==> src/rtl/dmac_pkg.sv <==
// dmac_pkg: shared FSM states, register-select codes, MODE bit positions and transfer types
package dmac_pkg;
   typedef enum logic [2:0] {S_IDLE, S_REQ, S_RD, S_WR, S_XF, S_NEXT} state_t;
   localparam logic [1:0] SEL_SRC = 2'b00;
   localparam logic [1:0] SEL_CNT = 2'b01;
   localparam logic [1:0] SEL_DST = 2'b10;
   localparam logic [1:0] SEL_MODE = 2'b11;
   localparam int M_EN = 0;
   localparam int M_BURST = 3;
   localparam int M_AUTO = 4;
   localparam int M_FIX = 5;
   localparam int MW = 6;
   localparam logic [1:0] T_MM = 2'b00;
   localparam logic [1:0] T_IOM = 2'b01;
   localparam logic [1:0] T_MIO = 2'b10;
   localparam logic [1:0] T_RSV = 2'b11;
endpackage

==> src/rtl/dmac_arbiter.sv <==
// dmac_arbiter: one-hot grant from an eligible vector, fixed (lowest index) or round-robin priority
module dmac_arbiter #(
   parameter int NCH = 4,
   parameter int ROTATE = 0
) (
   input  logic           i_clk,
   input  logic           i_rst_n,
   input  logic           i_take,
   input  logic [NCH-1:0] i_elig,
   output logic [NCH-1:0] o_grant
);
   localparam int PW = NCH > 1 ? $clog2(NCH) : 1;
   logic [PW-1:0] r_ptr;
   logic [PW-1:0] w_idx;
   // r_ptr is the first slot searched; it moves to one past the channel just served
   function automatic int slot(input int p, input int k);
      return (ROTATE != 0) ? (p + k) % NCH : k;
   endfunction
   always_comb begin
      o_grant = '0;
      w_idx = '0;
      for (int k = NCH - 1; k >= 0; k--)
         if (i_elig[slot(int'(r_ptr), k)]) begin
            o_grant = '0;
            o_grant[slot(int'(r_ptr), k)] = 1'b1;
            w_idx = PW'(slot(int'(r_ptr), k));
         end
   end
   always_ff @(posedge i_clk or negedge i_rst_n)
      if (!i_rst_n) r_ptr <= '0;
      else if (i_take && |i_elig) r_ptr <= PW'((int'(w_idx) + 1) % NCH);
endmodule

==> src/rtl/dmac_multi.sv <==
// dmac_multi: NCH-channel DMA controller sharing one bus through HLD/HLDA,
// with mem-mem, IO-mem and mem-IO transfers, burst, autoinit and fill addressing.
module dmac_multi import dmac_pkg::*; #(
   parameter int NCH = 4,
   parameter int AW = 16,
   parameter int DW = 8,
   parameter int CW = 16,
   parameter int ROTATE = 0
) (
   input  logic                                  CLK,
   input  logic                                  RST_N,
   input  logic                                  REGW,
   input  logic [(NCH > 1 ? $clog2(NCH) : 1)-1:0] REGCH,
   input  logic [1:0]                            REGSEL,
   input  logic [AW-1:0]                         Setup,
   input  logic [NCH-1:0]                        DREQ,
   input  logic                                  HLDA,
   input  logic                                  RDY,
   input  logic [DW-1:0]                         Data_in,
   output logic                                  HLD,
   output logic [NCH-1:0]                        DACK,
   output logic                                  MEMR,
   output logic                                  MEMW,
   output logic                                  IOR,
   output logic                                  IOW,
   output logic [AW-1:0]                         Addrbus,
   output logic [DW-1:0]                         Data_out,
   output logic [NCH-1:0]                        EOP
);
   localparam int CHW = NCH > 1 ? $clog2(NCH) : 1;
   logic [AW-1:0] r_src [NCH];
   logic [AW-1:0] r_dst [NCH];
   logic [AW-1:0] r_bsrc [NCH];
   logic [AW-1:0] r_bdst [NCH];
   logic [CW-1:0] r_cnt [NCH];
   logic [CW-1:0] r_bcnt [NCH];
   logic [MW-1:0] r_mode [NCH];
   state_t        r_state;
   logic [CHW-1:0] r_own;
   logic [DW-1:0] r_tmp;
   logic [NCH-1:0] w_elig;
   logic [NCH-1:0] w_grant;
   logic [CHW-1:0] w_gidx;
   logic [1:0]    w_otype;
   logic [CW-1:0] w_ocnt;
   logic [AW-1:0] w_osrc;
   logic [AW-1:0] w_odst;
   logic          w_wr_ok;
   logic          w_act;
   always_comb begin
      w_gidx = '0;
      for (int i = 0; i < NCH; i++) begin
         w_elig[i] = r_mode[i][M_EN] && r_cnt[i] != '0 && r_mode[i][2:1] != T_RSV && DREQ[i];
         if (w_grant[i]) w_gidx = CHW'(i);
      end
   end
   dmac_arbiter #(.NCH(NCH), .ROTATE(ROTATE)) u_arb (
      .i_clk(CLK), .i_rst_n(RST_N), .i_take(r_state == S_IDLE), .i_elig(w_elig), .o_grant(w_grant)
   );
   assign w_otype = r_mode[r_own][2:1];
   assign w_ocnt = r_cnt[r_own];
   assign w_osrc = r_src[r_own];
   assign w_odst = r_dst[r_own];
   // the bus owner's registers are frozen against CPU writes until it returns to IDLE
   assign w_wr_ok = REGW && int'(REGCH) < NCH && (r_state == S_IDLE || REGCH != r_own);
   always_ff @(posedge CLK or negedge RST_N) begin
      if (!RST_N) begin
         r_state <= S_IDLE;
         r_own <= '0;
         r_tmp <= '0;
         for (int i = 0; i < NCH; i++) begin
            r_src[i] <= '0;
            r_dst[i] <= '0;
            r_bsrc[i] <= '0;
            r_bdst[i] <= '0;
            r_cnt[i] <= '0;
            r_bcnt[i] <= '0;
            r_mode[i] <= '0;
         end
      end else begin
         if (w_wr_ok)
            case (REGSEL)
               SEL_SRC: begin r_src[REGCH] <= Setup; r_bsrc[REGCH] <= Setup; end
               SEL_CNT: begin r_cnt[REGCH] <= Setup[CW-1:0]; r_bcnt[REGCH] <= Setup[CW-1:0]; end
               SEL_DST: begin r_dst[REGCH] <= Setup; r_bdst[REGCH] <= Setup; end
               default: r_mode[REGCH] <= Setup[MW-1:0];
            endcase
         case (r_state)
            S_IDLE: if (|w_elig) begin r_own <= w_gidx; r_state <= S_REQ; end
            S_REQ: if (HLDA) r_state <= (w_otype == T_MM) ? S_RD : S_XF;
            S_RD: if (RDY) begin r_tmp <= Data_in; r_state <= S_WR; end
            S_WR, S_XF: if (RDY) begin
               if (!r_mode[r_own][M_FIX]) r_src[r_own] <= w_osrc + 1'b1;
               r_dst[r_own] <= w_odst + 1'b1;
               r_cnt[r_own] <= w_ocnt - 1'b1;
               r_state <= S_NEXT;
            end
            S_NEXT: if (w_ocnt == '0) begin
               if (r_mode[r_own][M_AUTO]) begin
                  r_src[r_own] <= r_bsrc[r_own];
                  r_dst[r_own] <= r_bdst[r_own];
                  r_cnt[r_own] <= r_bcnt[r_own];
               end else r_mode[r_own][M_EN] <= 1'b0;
               r_state <= S_IDLE;
            end else if (r_mode[r_own][M_BURST] && HLDA && (w_otype == T_MM || DREQ[r_own]))
               r_state <= (w_otype == T_MM) ? S_RD : S_XF;
            else r_state <= S_IDLE;
            default: r_state <= S_IDLE;
         endcase
      end
   end
   assign w_act = r_state == S_RD || r_state == S_WR || r_state == S_XF;
   assign HLD = r_state != S_IDLE;
   assign DACK = w_act ? NCH'(1) << r_own : '0;
   assign MEMR = r_state == S_RD || (r_state == S_XF && w_otype == T_MIO);
   assign MEMW = r_state == S_WR || (r_state == S_XF && w_otype == T_IOM);
   assign IOR = r_state == S_XF && w_otype == T_IOM;
   assign IOW = r_state == S_XF && w_otype == T_MIO;
   assign Addrbus = r_state == S_RD ? w_osrc :
                    r_state == S_WR ? w_odst :
                    r_state == S_XF ? (w_otype == T_IOM ? w_odst : w_osrc) : '0;
   assign EOP = (r_state == S_NEXT && w_ocnt == '0) ? NCH'(1) << r_own : '0;
   assign Data_out = r_tmp;
endmodule

==> config.mk <==
export PLATFORM = sky130hd
export DESIGN_NAME = dmac_multi
export DESIGN_NICKNAME = d
export VERILOG_FILES = /design/src/rtl/dmac_pkg.sv /design/src/rtl/dmac_arbiter.sv /design/src/rtl/dmac_multi.sv
export SDC_FILE = /design/constraint.sdc
export NUM_CORES = 1
export LEC_CHECK = 0
export CAP_MARGIN = 30
export CORE_UTILIZATION = 63
export CTS_BUF_LIST = sky130_fd_sc_hd__clkbuf_8
export DETAILED_ROUTE_END_ITERATION = 6
export PLACE_DENSITY = 0.89
export SLEW_MARGIN = 5
export SYNTH_ARGS = -nofsm -noshare
export SYNTH_HDL_FRONTEND = slang
export SYNTH_SLANG_ARGS = --single-unit
==> constraint.sdc <==
create_clock -name CLK -period 9.7 [get_ports CLK]
set_clock_uncertainty 0.1 [all_clocks]
set_input_delay 2.91 -clock CLK [delete_from_list [all_inputs] [get_ports CLK]]
set_output_delay 2.91 -clock CLK [all_outputs]
set_load 0.02 [all_outputs]
### Word-level counts from Yosys, hierarchy flattened

Cells that the tools add are included.

* RAM bits: 0
* input bits: 37
* bits in read-only memories: 0
* bits in latches: 0
* bits in registers: 421
* output and inout bits: 37
* word-level logic and storage cells: 195
* memories: 0

* reduce and logical (&&, ||, !) cells: 44
* shift operators: 1
* bitwise gates (word level): 4
* multiplexer cells: 89
* magnitude comparators: 5
* divide/modulo/power cells: 0
* $mul: 0
* equality and inequality tests: 18
* add/subtract/negate cells: 3

Operators by type and width (number)
* 64-bit two-way mux: 16
* 64-bit bitwise mux: 12
* 64-bit case mux with 2 select lines: 3
* 16-bit two-way mux: 18
* 16-bit binary-select mux with 2-bit select: 6
* 24-bit two-way mux: 5
* 16-bit demux with 2-bit select: 2
* 16-bit nonzero test: 4
* 16-bit by 1-bit adder with 16-bit output, second input constant: 2
* 24-bit AND: 1
* 24-bit bitwise mux: 1
* 6-bit demux with 2-bit select: 2
* 4-bit two-way mux: 6
* 24-bit NOT: 1
* 3-bit two-way mux: 7
* 1-bit logical AND: 20
* 6-bit two-way mux: 3
* 16-bit logical NOT: 1
* 2-bit != test, second input constant: 8
* 16-bit by 1-bit subtractor with 16-bit output, second input constant: 1
* 3-bit case mux with 5 select lines: 1
* 6-bit binary-select mux with 2-bit select: 1
* 2-bit AND reduction: 5
* 3-bit by 2-bit equality test with 1-bit output, second input constant: 2
* 21 further kinds: 36

### Longest topological paths before layout

* depth in word-level cells: 12
* gate-level depth with buffers: 15
* mapped depth without buffers: 9

### By module

Synthesis repeated with hierarchy kept, for this count alone.

* cell total of the unflattened synthesis: 1942
* area total of the unflattened synthesis: 23580.1 sq um

By module, submodules not included
* dmac_multi: sequential area each 10535.1 sq um, instances 1, cells an instance 1938, area each 23541.3 sq um
* dmac_arbiter: sequential area each 0.0 sq um, instances 1, cells an instance 4, area each 38.8 sq um

### Worst setup path after synthesis

Ideal clock, no wire load.

* path type: register to output
* from: reg r_own[0]
* to: out EOP[0]
* arrival: 3.011 ns
* setup slack: 3.679 ns
* data required time: 6.690 ns
* stages on the path, launching flop included: 13
* buffers on the path: 4
* path through: dfrtp_1 buf_6 buf_6 buf_4 mux4_2 inv_1 ha_1 nand2_1 o22ai_1 and3_1 buf_2 nand2_1 nor3_1

* cells in the longest elaborated chain, start to end: 7
* elaborated cells on any way between the ends: 8
* those cells by class: shift (1); mux (4); bitwise (1); reduce/logical (2)

RTL lines
* start, declared: RTL line dmac_multi.sv:39 `logic [CHW-1:0] r_own;`
* start signal, assigned: RTL line dmac_multi.sv:69 `r_own <= '0;`
* start signal, assigned: RTL line dmac_multi.sv:89 `S_IDLE: if (|w_elig) begin r_own <= w_gidx; r_state <= S_REQ; end`
* 2-bit NOT with 3-bit output (implied by the code): RTL line dmac_multi.sv:61 `assign w_ocnt = r_cnt[r_own];`
* 16-bit binary-select mux with 2-bit select: RTL line dmac_multi.sv:61
* 16-bit two-way mux (implied by the code) (2 in series): RTL line dmac_multi.sv:61
* 16-bit logical NOT: RTL line dmac_multi.sv:122 `assign EOP = (r_state == S_NEXT && w_ocnt == '0) ? NCH'(1) << r_own : '0;`
* 1-bit logical AND: RTL line dmac_multi.sv:122
* 4-bit two-way mux (*): RTL line dmac_multi.sv:122
* end, declared: RTL line dmac_multi.sv:28 `output logic [NCH-1:0] EOP`

Every way passes the cells marked *; elsewhere a longest branch is shown, timed or not. The select of a mux whose other input is x is not followed.

### Worst setup path after layout

* from: reg r_own[1]
* to: out EOP[0]

The elaborated chain is that of the path after synthesis.

==> metrics.json <==
{
  "timing.critical_path.from_type": {"value": "flop"},
  "synth-compound-area-share": {"value": 0.1201},
  "tritonroute_pass_1_iters": {"value": 7},
  "rsz0062_at_grt": {"value": "no"},
  "synth-xor-area-share": {"value": 0.01767},
  "postSynthRegisterBits": {"value": 421},
  "initial_antenna_violation_count": {"value": 2},
  "synth_simple_gate_area_frac": {"value": 0.1277},
  "area_growth_syn_to_layout": {"value": 12.00, "unit": "%"},
  "path_class": {"value": "reg -> out"},
  "clock.fmax": {"value": 130.1, "unit": "MHz"},
  "wl": {"value": 78.82, "unit": "mm"},
  "worst_pin_slew": {"value": 1.160, "unit": "ns"},
  "insertion_delay": {"value": 0.65, "unit": "ns"},
  "insertedDiodeCount": {"value": 0},
  "power.total": {"value": 9.073, "unit": "mW"},
  "number_of_flops_mapped_to_enable_cells_by_yosys": {"value": 0},
  "ctsRootBufferMaster": {"value": "sky130_fd_sc_hd__clkbuf_8"},
  "clock_slew_at_the_register_clock_pins_of_the_worst_setup_and_hold_paths": {"value": 0.06, "unit": "ns"},
  "drtIter0Drc": {"value": 3235},
  "final_slew_violations": {"value": 0},
  "synthFlopType": {"value": "sky130_fd_sc_hd__dfrtp_1"},
  "critPathMaxFanout": {"value": 51},
  "remaining_global_route_overflow": {"value": 0},
  "worst_slew_margin_rel": {"value": 0.2207},
  "dp_cells": {"value": 2526},
  "routed_wire_length_per_instance": {"value": 29.61, "unit": "um"},
  "total_number_of_nets_in_the_final_design": {"value": 2185},
  "final_cell_utilization_of_the_core": {"value": 0.7142},
  "hpwlAfterDp": {"value": 47.91, "unit": "mm"},
  "main_combinational_cell_family_by_area_after_synthesis": {"value": "multiplexers"},
  "floorplan.initialDensity": {"value": 0.6377},
  "floorplan.die.height": {"value": 194.3, "unit": "um"},
  "cts_repair_resize_count": {"value": 0},
  "max-clock-path-buffers": {"value": 3},
  "power_density": {"value": 347.8, "unit": "nW/um^2"},
  "numPortBuffers": {"value": 73},
  "remaining_routing_drc_violations": {"value": 4},
  "ir_worst_vdd": {"value": 0.1688, "unit": "mV"},
  "vias_per_cell": {"value": 7.613},
  "routabilityCongestion": {"value": 0.9788},
  "worst_hold_path_type": {"value": "reg -> reg"},
  "timing.critical_path.to_type": {"value": "output pin"},
  "critPathRequiredTime": {"value": 6.69, "unit": "ns"},
  "floorplan.rows": {"value": 70},
  "period_needed": {"value": 7.687, "unit": "ns"},
  "first_global_vias": {"value": 20480},
  "slowest_stage": {"value": "sky130_fd_sc_hd__dfrtp_4"},
  "post_synth_fa_ha_maj_area_fraction": {"value": 0.002149},
  "mappedNetlistNets": {"value": 2137},
  "io-pin-count": {"value": 74},
  "dpl_worst_slack": {"value": 2.418, "unit": "ns"},
  "setup_slack": {"value": 2.013, "unit": "ns"},
  "max-cap-violations": {"value": 0},
  "syn-instance-count": {"value": 2096},
  "cp.buffers_inverters": {"value": 2},
  "report.final.hold_viol_count": {"value": 0},
  "fin_cells": {"value": 2662},
  "cts-hold-fix-buffers": {"value": 0},
  "routed-via-count": {"value": 20270},
  "cts_inserted_buffers": {"value": 70},
  "proportion_of_synthesized_flip_flops_having_asynchronous_set_or_reset": {"value": 1.000},
  "number_of_buffers_inserted_by_post_cts_setup_repair": {"value": 0},
  "drive_above_1_share": {"value": 0.2388},
  "placeableCoreArea": {"value": 36520, "unit": "sq um"},
  "cts_tree": {"value": "built"},
  "synth-seq-area-share": {"value": 0.4523},
  "post-route-period-util": {"value": 0.7925},
  "grt.total_usage": {"value": 0.4154},
  "mappedNetlistArea": {"value": 23290, "unit": "sq um"},
  "synth_warnings": {"value": 0},
  "fin_tns_setup": {"value": 0, "unit": "ns"},
  "synthesis.area_per_instance": {"value": 11.11, "unit": "sq um"},
  "final_antenna_net_count": {"value": 0},
  "crit_chain": {"value": "buf_4 > mux2_2 > o22ai_1 > and3_1 > nand2_1 > nor3_1 > clkdlybuf4s50_1"},
  "path_delay_family": {"value": "buffers and inverters"},
  "synth.lib_cells_used.distinct": {"value": 75},
  "h-tree-depth": {"value": 3},
  "die_width": {"value": 194.3, "unit": "um"},
  "max_stage_delay": {"value": 0.96, "unit": "ns"},
  "synth.area.mux_share": {"value": 0.2450},
  "failed_checks": {"value": "DRC"},
  "outcome": {"value": "finished, violations left"},
  "report.final.setup_viol": {"value": 0},
  "fp.dieArea": {"value": 37740, "unit": "sq um"},
  "final_cell_mix": {"value": "419 x sky130_fd_sc_hd__dfrtp_1, 349 x sky130_fd_sc_hd__nand2_1, 208 x sky130_fd_sc_hd__mux2_2"},
  "cts.sink_count": {"value": 421},
  "timing.critical_path.arrival": {"value": 4.68, "unit": "ns"},
  "grt_first_pass_wirelength": {"value": 119.4, "unit": "mm"},
  "most_common_library_cell_in_the_layout_ignoring_fill_and_taps": {"value": "sky130_fd_sc_hd__dfrtp_1"},
  "leakagePower": {"value": 11.41, "unit": "nW"},
  "pin_count_of_the_biggest_net_entering_global_routing": {"value": 123}
}
[final cells by class]
| type | count | area [sq um] |
|---|---|---|
| inverter | 17 | 63.81 |
| clock inverter | 35 | 156.4 |
| sequential | 421 | 10540 |
| timing repair buffer | 141 | 1440 |
| tap | 468 | 585.6 |
| clock buffer | 87 | 1197 |
| fill | 2369 | 10440 |
| multi-input combinational | 1493 | 12100 |
[metrics by stage]
step | hold WS (ns) | instance area [sq um]
after floorplan | 0.3402 | 23290
after global placement | 0.3532 | 24380
after detailed placement | 0.3626 | 24520
after CTS | 0.3770 | 25880
after global routing | 0.3974 | 26090
final | 0.3752 | 26090
[logic make-up after synthesis]
kind of cell    after synthesis
flops                       421
xor+xnor                     47
mux                         429
simple gates                628
buf+inv                     182
compound gates              385
fa+ha+maj                     4
[flip-flops by register name, indices dropped and copies added (netlist names)]
| signal | count |
|---|---|
| r_dst | 64 |
| r_bcnt | 64 |
| Data_out | 8 |
| r_bsrc | 64 |
| r_src | 64 |
| r_own | 2 |
| r_bdst | 64 |
| r_cnt | 64 |
| r_state | 3 |
| r_mode | 24 |
[layer usage]
layer	global-route usage	vias up	wire length, um
met1	0.5041	9768	26520
met3	0.1720	575	12640
met5	0.01405	-	69
met2	0.6076	1987	33730
li1	-	7928	-
met4	0.2766	7	5852
[cell usage after synthesis, types with 12 or more instances]
master                        n  area share
sky130_fd_sc_hd__a21boi_0    15      0.0048
sky130_fd_sc_hd__nor4_1      23      0.0062
sky130_fd_sc_hd__o221ai_1    79       0.030
sky130_fd_sc_hd__o21ai_0     81       0.017
sky130_fd_sc_hd__a22oi_1     30      0.0097
sky130_fd_sc_hd__nand3_1     51       0.011
sky130_fd_sc_hd__nor2_1      68       0.011
sky130_fd_sc_hd__mux4_2      92       0.089
sky130_fd_sc_hd__xor2_1      25      0.0094
sky130_fd_sc_hd__or3_1       15      0.0040
sky130_fd_sc_hd__nand4_1     16      0.0043
sky130_fd_sc_hd__o22a_1      13      0.0049
sky130_fd_sc_hd__mux2i_1    129       0.055
sky130_fd_sc_hd__nand2_1    349       0.056
sky130_fd_sc_hd__mux2_2     208        0.10
sky130_fd_sc_hd__buf_2       50       0.011
sky130_fd_sc_hd__clkbuf_1    93       0.015
sky130_fd_sc_hd__inv_1       16      0.0026
sky130_fd_sc_hd__o211ai_1    17      0.0055
sky130_fd_sc_hd__a2bb2oi_1   12      0.0045
sky130_fd_sc_hd__nor3_1      28      0.0060
sky130_fd_sc_hd__a21oi_1     46      0.0099
sky130_fd_sc_hd__a22o_1      16      0.0060
sky130_fd_sc_hd__xnor2_1     22      0.0083
sky130_fd_sc_hd__dfrtp_1    421        0.45
[tightest hold or removal path, cell delays in order (launching register included)]
cell	delay, ns
sky130_fd_sc_hd__dfrtp_1	0.34
sky130_fd_sc_hd__nand2_1	0.05
sky130_fd_sc_hd__nand2_1	0.06
[path summary, 6_finish.rpt]
kind	from	to	slack, ns	cells past startpoint
max	r_own[1]$_DFFE_PN0P_	EOP[0]	2.01	7
min	r_bcnt[18]$_DFFE_PN0P_	r_bcnt[18]$_DFFE_PN0P_	0.38	2
max reg2reg	r_own[1]$_DFFE_PN0P_	r_cnt[56]$_DFF_PN0_	5.10	7
min reg2reg	r_bcnt[18]$_DFFE_PN0P_	r_bcnt[18]$_DFFE_PN0P_	0.38	2
max in group asynchronous	RST_N	r_bcnt[35]$_DFFE_PN0P_	5.51	3
min in group asynchronous	RST_N	r_dst[54]$_DFF_PN0_	2.24	1
[report_power, final]
| part | switching, mW | internal, mW | total (mW) | leakage, nW |
|---|---|---|---|---|
| Sequential | 0.612 | 2.58 | 3.19 | 5.14 |
| Combinational | 2.46 | 1.86 | 4.32 | 5.48 |
| Clock | 0.753 | 0.808 | 1.56 | 0.787 |
| Total | 3.83 | 5.25 | 9.07 | 11.4 |
Power figures use the tool's default switching activity.
